**src/rtl/uart_pkg.sv**
```systemverilog
// Frame-format constants and serialiser state encoding shared by the UART
// transmit and receive paths, so both ends agree on the frame format.
package uart_pkg;

    localparam int unsigned UART_DATA_BITS  = 8;
    localparam int unsigned UART_OVERSAMPLE = 16;

    typedef enum logic [1:0] {
        IDLE,
        START,
        DATA,
        STOP
    } uart_state_t;

endpackage

```
**src/rtl/uart_sync_fifo.sv**
```systemverilog
// Single-clock FIFO with registered pointers and count; full/empty are
// registered and decoded from the next count. rd_data always shows the head.
module uart_sync_fifo #(
    parameter  int unsigned WIDTH = 8,
    parameter  int unsigned DEPTH = 8,
    localparam int unsigned AW    = $clog2(DEPTH),
    localparam int unsigned CW    = $clog2(DEPTH + 1)
) (
    input  logic             clock,
    input  logic             reset,
    input  logic             wr_en,
    input  logic [WIDTH-1:0] wr_data,
    input  logic             rd_en,
    output logic [WIDTH-1:0] rd_data,
    output logic             full,
    output logic             empty,
    output logic [CW-1:0]    count
);

    localparam logic [CW-1:0] COUNT_FULL = CW'(DEPTH);
    localparam logic [CW-1:0] COUNT_ONE  = CW'(1);
    localparam logic [AW-1:0] PTR_ONE    = AW'(1);

    logic [WIDTH-1:0] mem [DEPTH];
    logic [AW-1:0]    wr_ptr;
    logic [AW-1:0]    rd_ptr;
    logic [CW-1:0]    count_next;
    logic             push;
    logic             pop;

    // A write while full is dropped even if a pop frees a slot this cycle.
    assign push    = wr_en && !full;
    assign pop     = rd_en && !empty;
    assign rd_data = mem[rd_ptr];

    always_comb begin
        count_next = count;
        unique case ({push, pop})
            2'b10:   count_next = count + COUNT_ONE;
            2'b01:   count_next = count - COUNT_ONE;
            default: count_next = count;
        endcase
    end

    always_ff @(posedge clock) begin
        if (push) begin
            mem[wr_ptr] <= wr_data;
        end
    end

    always_ff @(posedge clock or negedge reset) begin
        if (!reset) begin
            wr_ptr <= '0;
            rd_ptr <= '0;
            count  <= '0;
            full   <= 1'b0;
            empty  <= 1'b1;
        end else begin
            if (push) begin
                wr_ptr <= wr_ptr + PTR_ONE;
            end
            if (pop) begin
                rd_ptr <= rd_ptr + PTR_ONE;
            end
            count <= count_next;
            full  <= (count_next == COUNT_FULL);
            empty <= (count_next == '0);
        end
    end

endmodule

```
**src/rtl/uart_tx_fifo.sv**
```systemverilog
// Buffered 8N1 UART transmitter: bytes queue in a FIFO and are shifted out
// LSB first on tx, paced by the shared oversampling baud_tick.
module uart_tx_fifo
    import uart_pkg::*;
#(
    parameter  int unsigned DEPTH      = 8,
    parameter  int unsigned OVERSAMPLE = UART_OVERSAMPLE,
    localparam int unsigned CW         = $clog2(DEPTH + 1)
) (
    input  logic                      clock,
    input  logic                      reset,
    input  logic                      baud_tick,
    input  logic                      wr_en,
    input  logic [UART_DATA_BITS-1:0] wr_data,
    output logic                      full,
    output logic                      empty,
    output logic [CW-1:0]             count,
    output logic                      overflow,
    output logic                      busy,
    output logic                      transmit_done,
    output logic                      tx
);

    localparam int unsigned   TW        = $clog2(OVERSAMPLE);
    localparam logic [TW-1:0] TICK_LAST = TW'(OVERSAMPLE - 1);
    localparam logic [TW-1:0] TICK_ONE  = TW'(1);
    localparam logic [2:0]    BIT_LAST  = 3'(UART_DATA_BITS - 1);

    uart_state_t               state;
    logic [TW-1:0]             tick_cnt;
    logic [2:0]                bit_idx;
    logic [UART_DATA_BITS-1:0] shift;
    logic [UART_DATA_BITS-1:0] head;
    logic                      pop;

    assign pop = baud_tick && (state == IDLE) && !empty;

    uart_sync_fifo #(
        .WIDTH(UART_DATA_BITS),
        .DEPTH(DEPTH)
    ) u_fifo (
        .clock  (clock),
        .reset  (reset),
        .wr_en  (wr_en),
        .wr_data(wr_data),
        .rd_en  (pop),
        .rd_data(head),
        .full   (full),
        .empty  (empty),
        .count  (count)
    );

    // tx is loaded one step ahead of each transition so the line is a pure flop.
    always_ff @(posedge clock or negedge reset) begin
        if (!reset) begin
            state         <= IDLE;
            tick_cnt      <= '0;
            bit_idx       <= '0;
            shift         <= '0;
            tx            <= 1'b1;
            busy          <= 1'b0;
            transmit_done <= 1'b0;
            overflow      <= 1'b0;
        end else begin
            transmit_done <= 1'b0;
            overflow      <= wr_en && full;
            if (baud_tick) begin
                unique case (state)
                    IDLE: begin
                        if (!empty) begin
                            shift    <= head;
                            tick_cnt <= '0;
                            bit_idx  <= '0;
                            tx       <= 1'b0;
                            busy     <= 1'b1;
                            state    <= START;
                        end
                    end
                    START: begin
                        if (tick_cnt == TICK_LAST) begin
                            tick_cnt <= '0;
                            tx       <= shift[0];
                            state    <= DATA;
                        end else begin
                            tick_cnt <= tick_cnt + TICK_ONE;
                        end
                    end
                    DATA: begin
                        if (tick_cnt == TICK_LAST) begin
                            tick_cnt <= '0;
                            if (bit_idx == BIT_LAST) begin
                                tx    <= 1'b1;
                                state <= STOP;
                            end else begin
                                shift   <= shift >> 1;
                                tx      <= shift[1];
                                bit_idx <= bit_idx + 3'd1;
                            end
                        end else begin
                            tick_cnt <= tick_cnt + TICK_ONE;
                        end
                    end
                    STOP: begin
                        if (tick_cnt == TICK_LAST) begin
                            tick_cnt      <= '0;
                            busy          <= 1'b0;
                            transmit_done <= 1'b1;
                            state         <= IDLE;
                        end else begin
                            tick_cnt <= tick_cnt + TICK_ONE;
                        end
                    end
                    default: state <= IDLE;
                endcase
            end
        end
    end

endmodule

```
**config.mk**
```make
export PLATFORM = sky130hd
export DESIGN_NAME = uart_tx_fifo
export DESIGN_NICKNAME = d
export VERILOG_FILES = /design/src/rtl/uart_pkg.sv /design/src/rtl/uart_sync_fifo.sv /design/src/rtl/uart_tx_fifo.sv
export SDC_FILE = /design/constraint.sdc
export NUM_CORES = 1
export LEC_CHECK = 0
export ABC_AREA = 1
export ABC_CLOCK_PERIOD_IN_PS = 2600
export CAP_MARGIN = 0
export CORE_MARGIN = 10
export CORE_UTILIZATION = 55
export DETAILED_ROUTE_END_ITERATION = 8
export GPL_TIMING_DRIVEN = 0
export PLACE_DENSITY = 0.74
export SLEW_MARGIN = 20
export SYNTH_ARGS = -nofsm -noshare
export SYNTH_HDL_FRONTEND = slang
export SYNTH_SLANG_ARGS = --single-unit
```
**constraint.sdc**
```tcl
create_clock -name clock -period 2.6 [get_ports clock]
set_input_delay 0.52 -clock clock [delete_from_list [all_inputs] [get_ports clock]]
set_output_delay 0.52 -clock clock [all_outputs]
set_load 0.005 [all_outputs]
```
==> results of run 1 <==
-- registers in the layout (all words and copies together), names as in the netlist --
| name | cells |
|---|---|
| bit_idx | 3 |
| u_fifo.empty | 1 |
| overflow | 1 |
| transmit_done | 1 |
| state | 2 |
| u_fifo.rd_ptr | 3 |
| tick_cnt | 4 |
| busy | 1 |
| u_fifo.mem | 64 |
| tx | 1 |
| shift | 8 |
| u_fifo.count | 4 |
| u_fifo.wr_ptr | 3 |
| u_fifo.full | 1 |
-- cells in the mapped netlist (4+ instances only) --
| cell | instances |
|---|---|
| edfxtp_1 | 64 |
| nand2_1 | 56 |
| nor2_1 | 56 |
| o21ai_0 | 51 |
| dfrtp_1 | 31 |
| inv_1 | 26 |
| ha_1 | 12 |
| nand3_1 | 11 |
| o22ai_1 | 10 |
| a21oi_1 | 9 |
| buf_2 | 7 |
| nand2_2 | 7 |
| o211ai_1 | 6 |
| xor2_1 | 5 |
| clkbuf_1 | 4 |
-- how the worst max path moves through the flow --
stage,endpoint,slack (ns),cells after the start
3_5_place_dp,u_fifo.mem[0][3],-0.14,4
4_1_cts,u_fifo.mem[0][3],0.25,4
6_report,u_fifo.mem[0][0],0.27,4
5_1_grt,u_fifo.full,0.14,13
2_1_floorplan,u_fifo.full,0.71,13
3_3_place_gp,u_fifo.mem[0][3],-0.12,4
-- layout make-up --
cell class              instances  area [µm²]
clock buffers                  10         128
fillers                       572        2560
well taps                      99         124
inverters                      27         101
clock inverters                 6        82.6
flip-flops and latches         97        2750
multi-input cells             246        1320
repair buffers                 22         233
plain buffers                  13        66.3
-- routing by layer --
metal  track usage, %  vias to the layer above  wire, µm
met2             26.9                       55      4430
met4             6.20                        0       102
met1             18.8                     1361      3550
met3             3.35                       10       364
li1                 -                     1389         -
met5                0                        -         0
-- stage by stage --
stage | setup TNS [ns] | power [mW] | cell area (µm²) | util (%)
3_3_place_gp | -1.85 | 4.20 | 4580 | 62.1
4_1_cts | 0 | 5.32 | 4810 | 65.2
3_5_place_dp | -3.21 | 4.29 | 4600 | 62.4
5_1_grt | 0 | 5.72 | 4810 | 65.2
6_report | 0 | 5.30 | 4810 | 65.2
2_1_floorplan | 0 | 3.63 | 4240 | -
-- power groups by stage --
stage | Combinational [mW] | Clock (mW) | Sequential [mW]
after global routing | 2.30 | 1.13 | 2.30
after global placement | 1.94 | 0 | 2.27
after floorplan | 1.39 | 0 | 2.24
after detailed placement | 2.01 | 0 | 2.29
final | 2.01 | 1.04 | 2.25
after CTS | 2.02 | 1.05 | 2.25
-- logic make-up after synthesis --
family / Yosys count / synth area share (%)
AO/OA/AOI/OAI: 86 / 11.5
AND/OR/NAND/NOR: 141 / 14.7
adder cells (fa/ha/maj): 12 / 3.54
XOR/XNOR: 7 / 1.45
buffers and inverters: 40 / 3.95
flip-flops: 97 / 64.8
==> out/qor.csv, run 1 <==
stage,metric,value,unit
synthesis,post-synthesis cell type with the largest combined area,edfxtp_1,
setup_path,FF-to-FF End,u_fifo.full,
drt,Vias per Instance,5.41,
drt,DRC violations left,0,
sta,max-slew violation count,0,
synthesis,Post-synth EDFFs,64,
drt,wire per inst,16.2,µm
cts,Sink Count,97,
drt,Final ANT Viol Nets,0,
cts,CTS root buf,clkbuf_8,
setup_path,R2R depth,13,
sta,fin crit share,89.8,%
global_route,antenna violations before repair,0,
power,Comb power frac,37.9,%
power,net switching power,1.99,mW
place,dpl cells,504,
power,Clock power frac,19.6,%
die,Die W,108,µm
synthesis,#FFs+latches synth,97,
cts,CTS tree,yes,
place,DP Worst Slack,-0.144,ns
finish,most frequent cells in the layout,"edfxtp_1, nand2_1, nor2_1, o21ai_0, dfrtp_1",
setup_path,Crit Path Category,in -> reg,
place,dpl hpwl,5790,µm
sta,fin worst setup slack,0.266,ns
sta,final setup fails,0,
global_route,first-pass GRT wire length,14000,µm
global_route,largest net degree at the start of global routing,18,
die,I/O pin total,22,
setup_path,Setup crit end kind,register,
sta,Slew HR,34.9,%
power,leakage power,1.89,nW
power,sw frac,37.6,%
global_route,all-layer global routing usage,15.7,%
setup_path,CP Cell Sequence,clkdlybuf4s50_1 > nand2_1 > or2_2 > nor2_1,
cts,Max Root-Sink Buffers,2,
synthesis,syn_area_per_cell,11.1,µm²
setup_path,Buf/Inv on CP,1,
finish,share of layout cells above drive strength 1,10.5,%
cts,clock latency on the worst-skew pair,0.36,ns
setup_path,crit path DAT,2.32,ns
setup_path,Setup crit start kind,input port,
synthesis,Ys Warns,0,
setup_path,crit-path max FO,8,
power,Seq pwr share,42.5,%
power,Peak VDD IR,0.710,mV
cts,CTS Hold Bufs,0,
finish,"most common cell after layout, fill and taps aside",edfxtp_1,
die,die height,108,µm
synthesis,share of flip-flops with an asynchronous set or reset,34.0,%
drt,via count of the routed design,2815,
cts,setup bufs post-CTS,0,
synthesis,post-synthesis net count,407,
setup_path,reg2reg start,state[1],
synthesis,share of the synthesized area in the top cell type,45.3,%
drt,First DRT Iteration DRCs,165,
sta,Worst Skew,0.00453,ns
drt,WL final,8440,µm
die,Core Area,7370,µm²
synthesis,Yosys cell types,33,
min_path,Hold/Removal Path Class,in -> async,
global_route,GRT Residual Overflow,0,
cts,"Reg clk slew, reported paths",0.09,ns
global_route,vias in the first global route,2767,
synthesis,Main synth FF type,edfxtp_1,
setup_path,"Largest delay share family, worst path",simple AND/OR/NAND/NOR gates,
finish,diodes inserted,0,
synthesis,Mapped Cells,383,
sta,"Min Clock Period, post-route",2.33,ns
cts,post-CTS sizing,0,
finish,Nets,440,
die,Starting Density,57.6,%
place,Final GP Congestion,0.888,
setup_path,Critical path origin,wr_en,
cts,CTS buffer count,9,
power,Int Pwr,3.31,mW
die,row cnt,31,
die,die area,11600,µm²
sta,RSZ-0062 raised after global routing,false,
power,pwr/cell area,1100,nW/µm²
sta,Hold WS,0.0861,ns
setup_path,R2R Setup Slk,0.36,ns
job,Max-Cap Viols,0,
setup_path,critical path's slowest cell,nor2_1,
finish,Layout Cells excl Fill,520,
sta,"Hold Vio Cnt, Final",0,
sta,worst slew pin tran,0.972,ns
outcome,status,"finished, final reports clean",
place,Port Buf Inserts,21,
setup_path,largest stage delay on the critical path,0.71,ns
drt,first-pass iteration count of the detailed router,4,
finish,Layout area overhead,13.4,%
cts,H-tree depth,3,
synthesis,"Seq/Total Area, Yosys",64.8,%
setup_path,Worst Path Required,2.59,ns
synthesis,Syn Std Cell Area,4240,µm²
sta,fmax,428,MHz
synthesis,Synth area leaders,"edfxtp_1, dfrtp_1, o21ai_0",
Note: power is estimated with default switching activity, not from simulation.
==> run 2: changes to the inputs <==
--- a/config.mk
+++ b/config.mk
@@ -12,6 +12,7 @@
 export CORE_UTILIZATION = 55
 export DETAILED_ROUTE_END_ITERATION = 8
 export GPL_TIMING_DRIVEN = 0
+export HOLD_SLACK_MARGIN = 0.15
 export PLACE_DENSITY = 0.74
 export SLEW_MARGIN = 20
 export SYNTH_ARGS = -nofsm -noshare
==> run 2 against run 1 <==
- design area up 0.21%
- sequential share of layout area is 0.12 points lower
- first-iteration DRC count increased by 15%
- sequential cell count unchanged
- utilization is 0.14 points higher
- hold slack gained 0.40 ns
- clock power about the same
- maximum frequency down 1.2%
- critical path depth stayed put
- global-route usage barely moved
- final cell count grew 0.19%
- die area unchanged
- critical path type unchanged
==> out/qor.csv, run 2 (same netlist as run 1, synthesis figures left out) <==
stage,metric,value,unit
outcome,status,"finished, final reports clean",
die,I/O pin total,22,
die,row cnt,31,
finish,top flop regs,"u_fifo.mem: 64 flops, shift: 8 flops",
finish,share of layout cells above drive strength 1,10.4,%
place,dpl cells,504,
drt,Vias per Instance,5.40,
place,Final GP Congestion,0.888,
finish,diodes inserted,0,
power,Clock power frac,19.6,%
finish,max FFs per register,64,
drt,wire per inst,16.2,µm
drt,DRC violations left,0,
global_route,all-layer global routing usage,15.7,%
cts,CTS tree,yes,
finish,Layout Cells excl Fill,521,
global_route,vias in the first global route,2770,
cts,Max Root-Sink Buffers,2,
cts,post-CTS sizing,0,
drt,First DRT Iteration DRCs,190,
power,Int Pwr,3.31,mW
sta,RSZ-0062 raised after global routing,false,
global_route,first-pass GRT wire length,14000,µm
cts,CTS root buf,clkbuf_8,
setup_path,crit-path max FO,8,
global_route,GRT Residual Overflow,0,
drt,via count of the routed design,2814,
sta,max-slew violation count,0,
sta,Slew HR,35.2,%
cts,"Reg clk slew, reported paths",0.09,ns
place,dpl hpwl,5790,µm
power,total power draw,5.30,mW
die,die height,108,µm
finish,post-layout util,65.4,%
power,Comb power frac,37.9,%
min_path,Hold/Removal Path Class,reg -> reg,
setup_path,R2R Setup Slk,0.37,ns
cts,setup bufs post-CTS,0,
die,Starting Density,57.6,%
cts,Sink Count,97,
place,Port Buf Inserts,21,
sta,Setup TNS,0,ns
power,Seq pwr share,42.5,%
power,sw frac,37.6,%
die,Core Area,7370,µm²
setup_path,crit path DAT,2.35,ns
finish,Layout area overhead,13.6,%
setup_path,Worst Path Required,2.59,ns
global_route,largest net degree at the start of global routing,18,
sta,fin crit share,90.8,%
drt,first-pass iteration count of the detailed router,5,
die,die area,11600,µm²
drt,WL final,8430,µm
finish,Nets,441,
global_route,antenna violations before repair,0,
sta,fmax,423,MHz
job,Max-Cap Viols,0,
sta,worst slew pin tran,0.968,ns
finish,most frequent cells in the layout,"edfxtp_1, nand2_1, nor2_1, o21ai_0, dfrtp_1",
finish,most flop-heavy register,u_fifo.mem,
setup_path,Setup crit end kind,register,
setup_path,Setup crit start kind,input port,
finish,"most common cell after layout, fill and taps aside",edfxtp_1,
sta,"Min Clock Period, post-route",2.36,ns
drt,Final ANT Viol Nets,0,
sta,"Hold Vio Cnt, Final",0,
cts,CTS buffer count,9,
power,leakage power,1.89,nW
sta,Worst Skew,0.00471,ns
power,Peak VDD IR,0.712,mV
power,net switching power,1.99,mW
die,Die W,108,µm
sta,final setup fails,0,
power,pwr/cell area,1100,nW/µm²
cts,clock latency on the worst-skew pair,0.36,ns
cts,H-tree depth,3,
setup_path,Crit Path Category,in -> reg,
run 2: power by group through the flow:
stage	Sequential, mW	Combinational, mW	Clock, mW
final	2.25	2.01	1.04
after detailed placement	2.29	2.01	0
after global routing	2.30	2.30	1.13
after CTS	2.25	2.02	1.05
after global placement	2.27	1.94	0
after floorplan	2.24	1.39	0
run 2: area by class of cell:
type / count / area, µm²
flip-flops and latches: 97 / 2750
fillers: 571 / 2550
multi-input cells: 246 / 1320
repair buffers: 23 / 243
clock buffers: 10 / 128
well taps: 99 / 124
inverters: 27 / 101
clock inverters: 6 / 82.6
plain buffers: 13 / 66.3
run 2: worst max-delay path: stages:
cell	delay, ns
clkdlybuf4s50_1	0.48
nand2_1	0.22
or2_2	0.40
nor2_1	0.73
run 2: timing repair:
item | in CTS | in global routing
hold endpoints to repair | 15 | 0
hold buffers | 1 | 0
endpoints found under the setup margin | 0 | 0
run 2: per-stage QoR:
step | worst slack (ns) | instance area, µm² | hold slack (ns)
4_1_cts | 0.248 | 4820 | 0.493
2_1_floorplan | 0.705 | 4240 | 0.224
3_5_place_dp | -0.144 | 4600 | 0.476
5_1_grt | 0.142 | 4820 | 0.520
6_report | 0.238 | 4820 | 0.489
3_3_place_gp | -0.123 | 4580 | 0.466
run 2: worst paths after layout:
path	depth (start not counted)	endpoint	startpoint
setup / recovery	4	u_fifo.mem[0][0]	wr_en
hold / removal	2	tx	tx
setup reg to reg	13	u_fifo.full	state[1]
hold reg to reg	2	tx	tx
max in group asynchronous	3	tx	reset
min in group asynchronous	2	shift[4]	reset
run 2: layer usage:
layer | global-route usage, % | routed length (µm)
met5 | 0 | 0
met3 | 3.41 | 334
met2 | 26.9 | 4380
met4 | 6.20 | 111
met1 | 18.8 | 3610
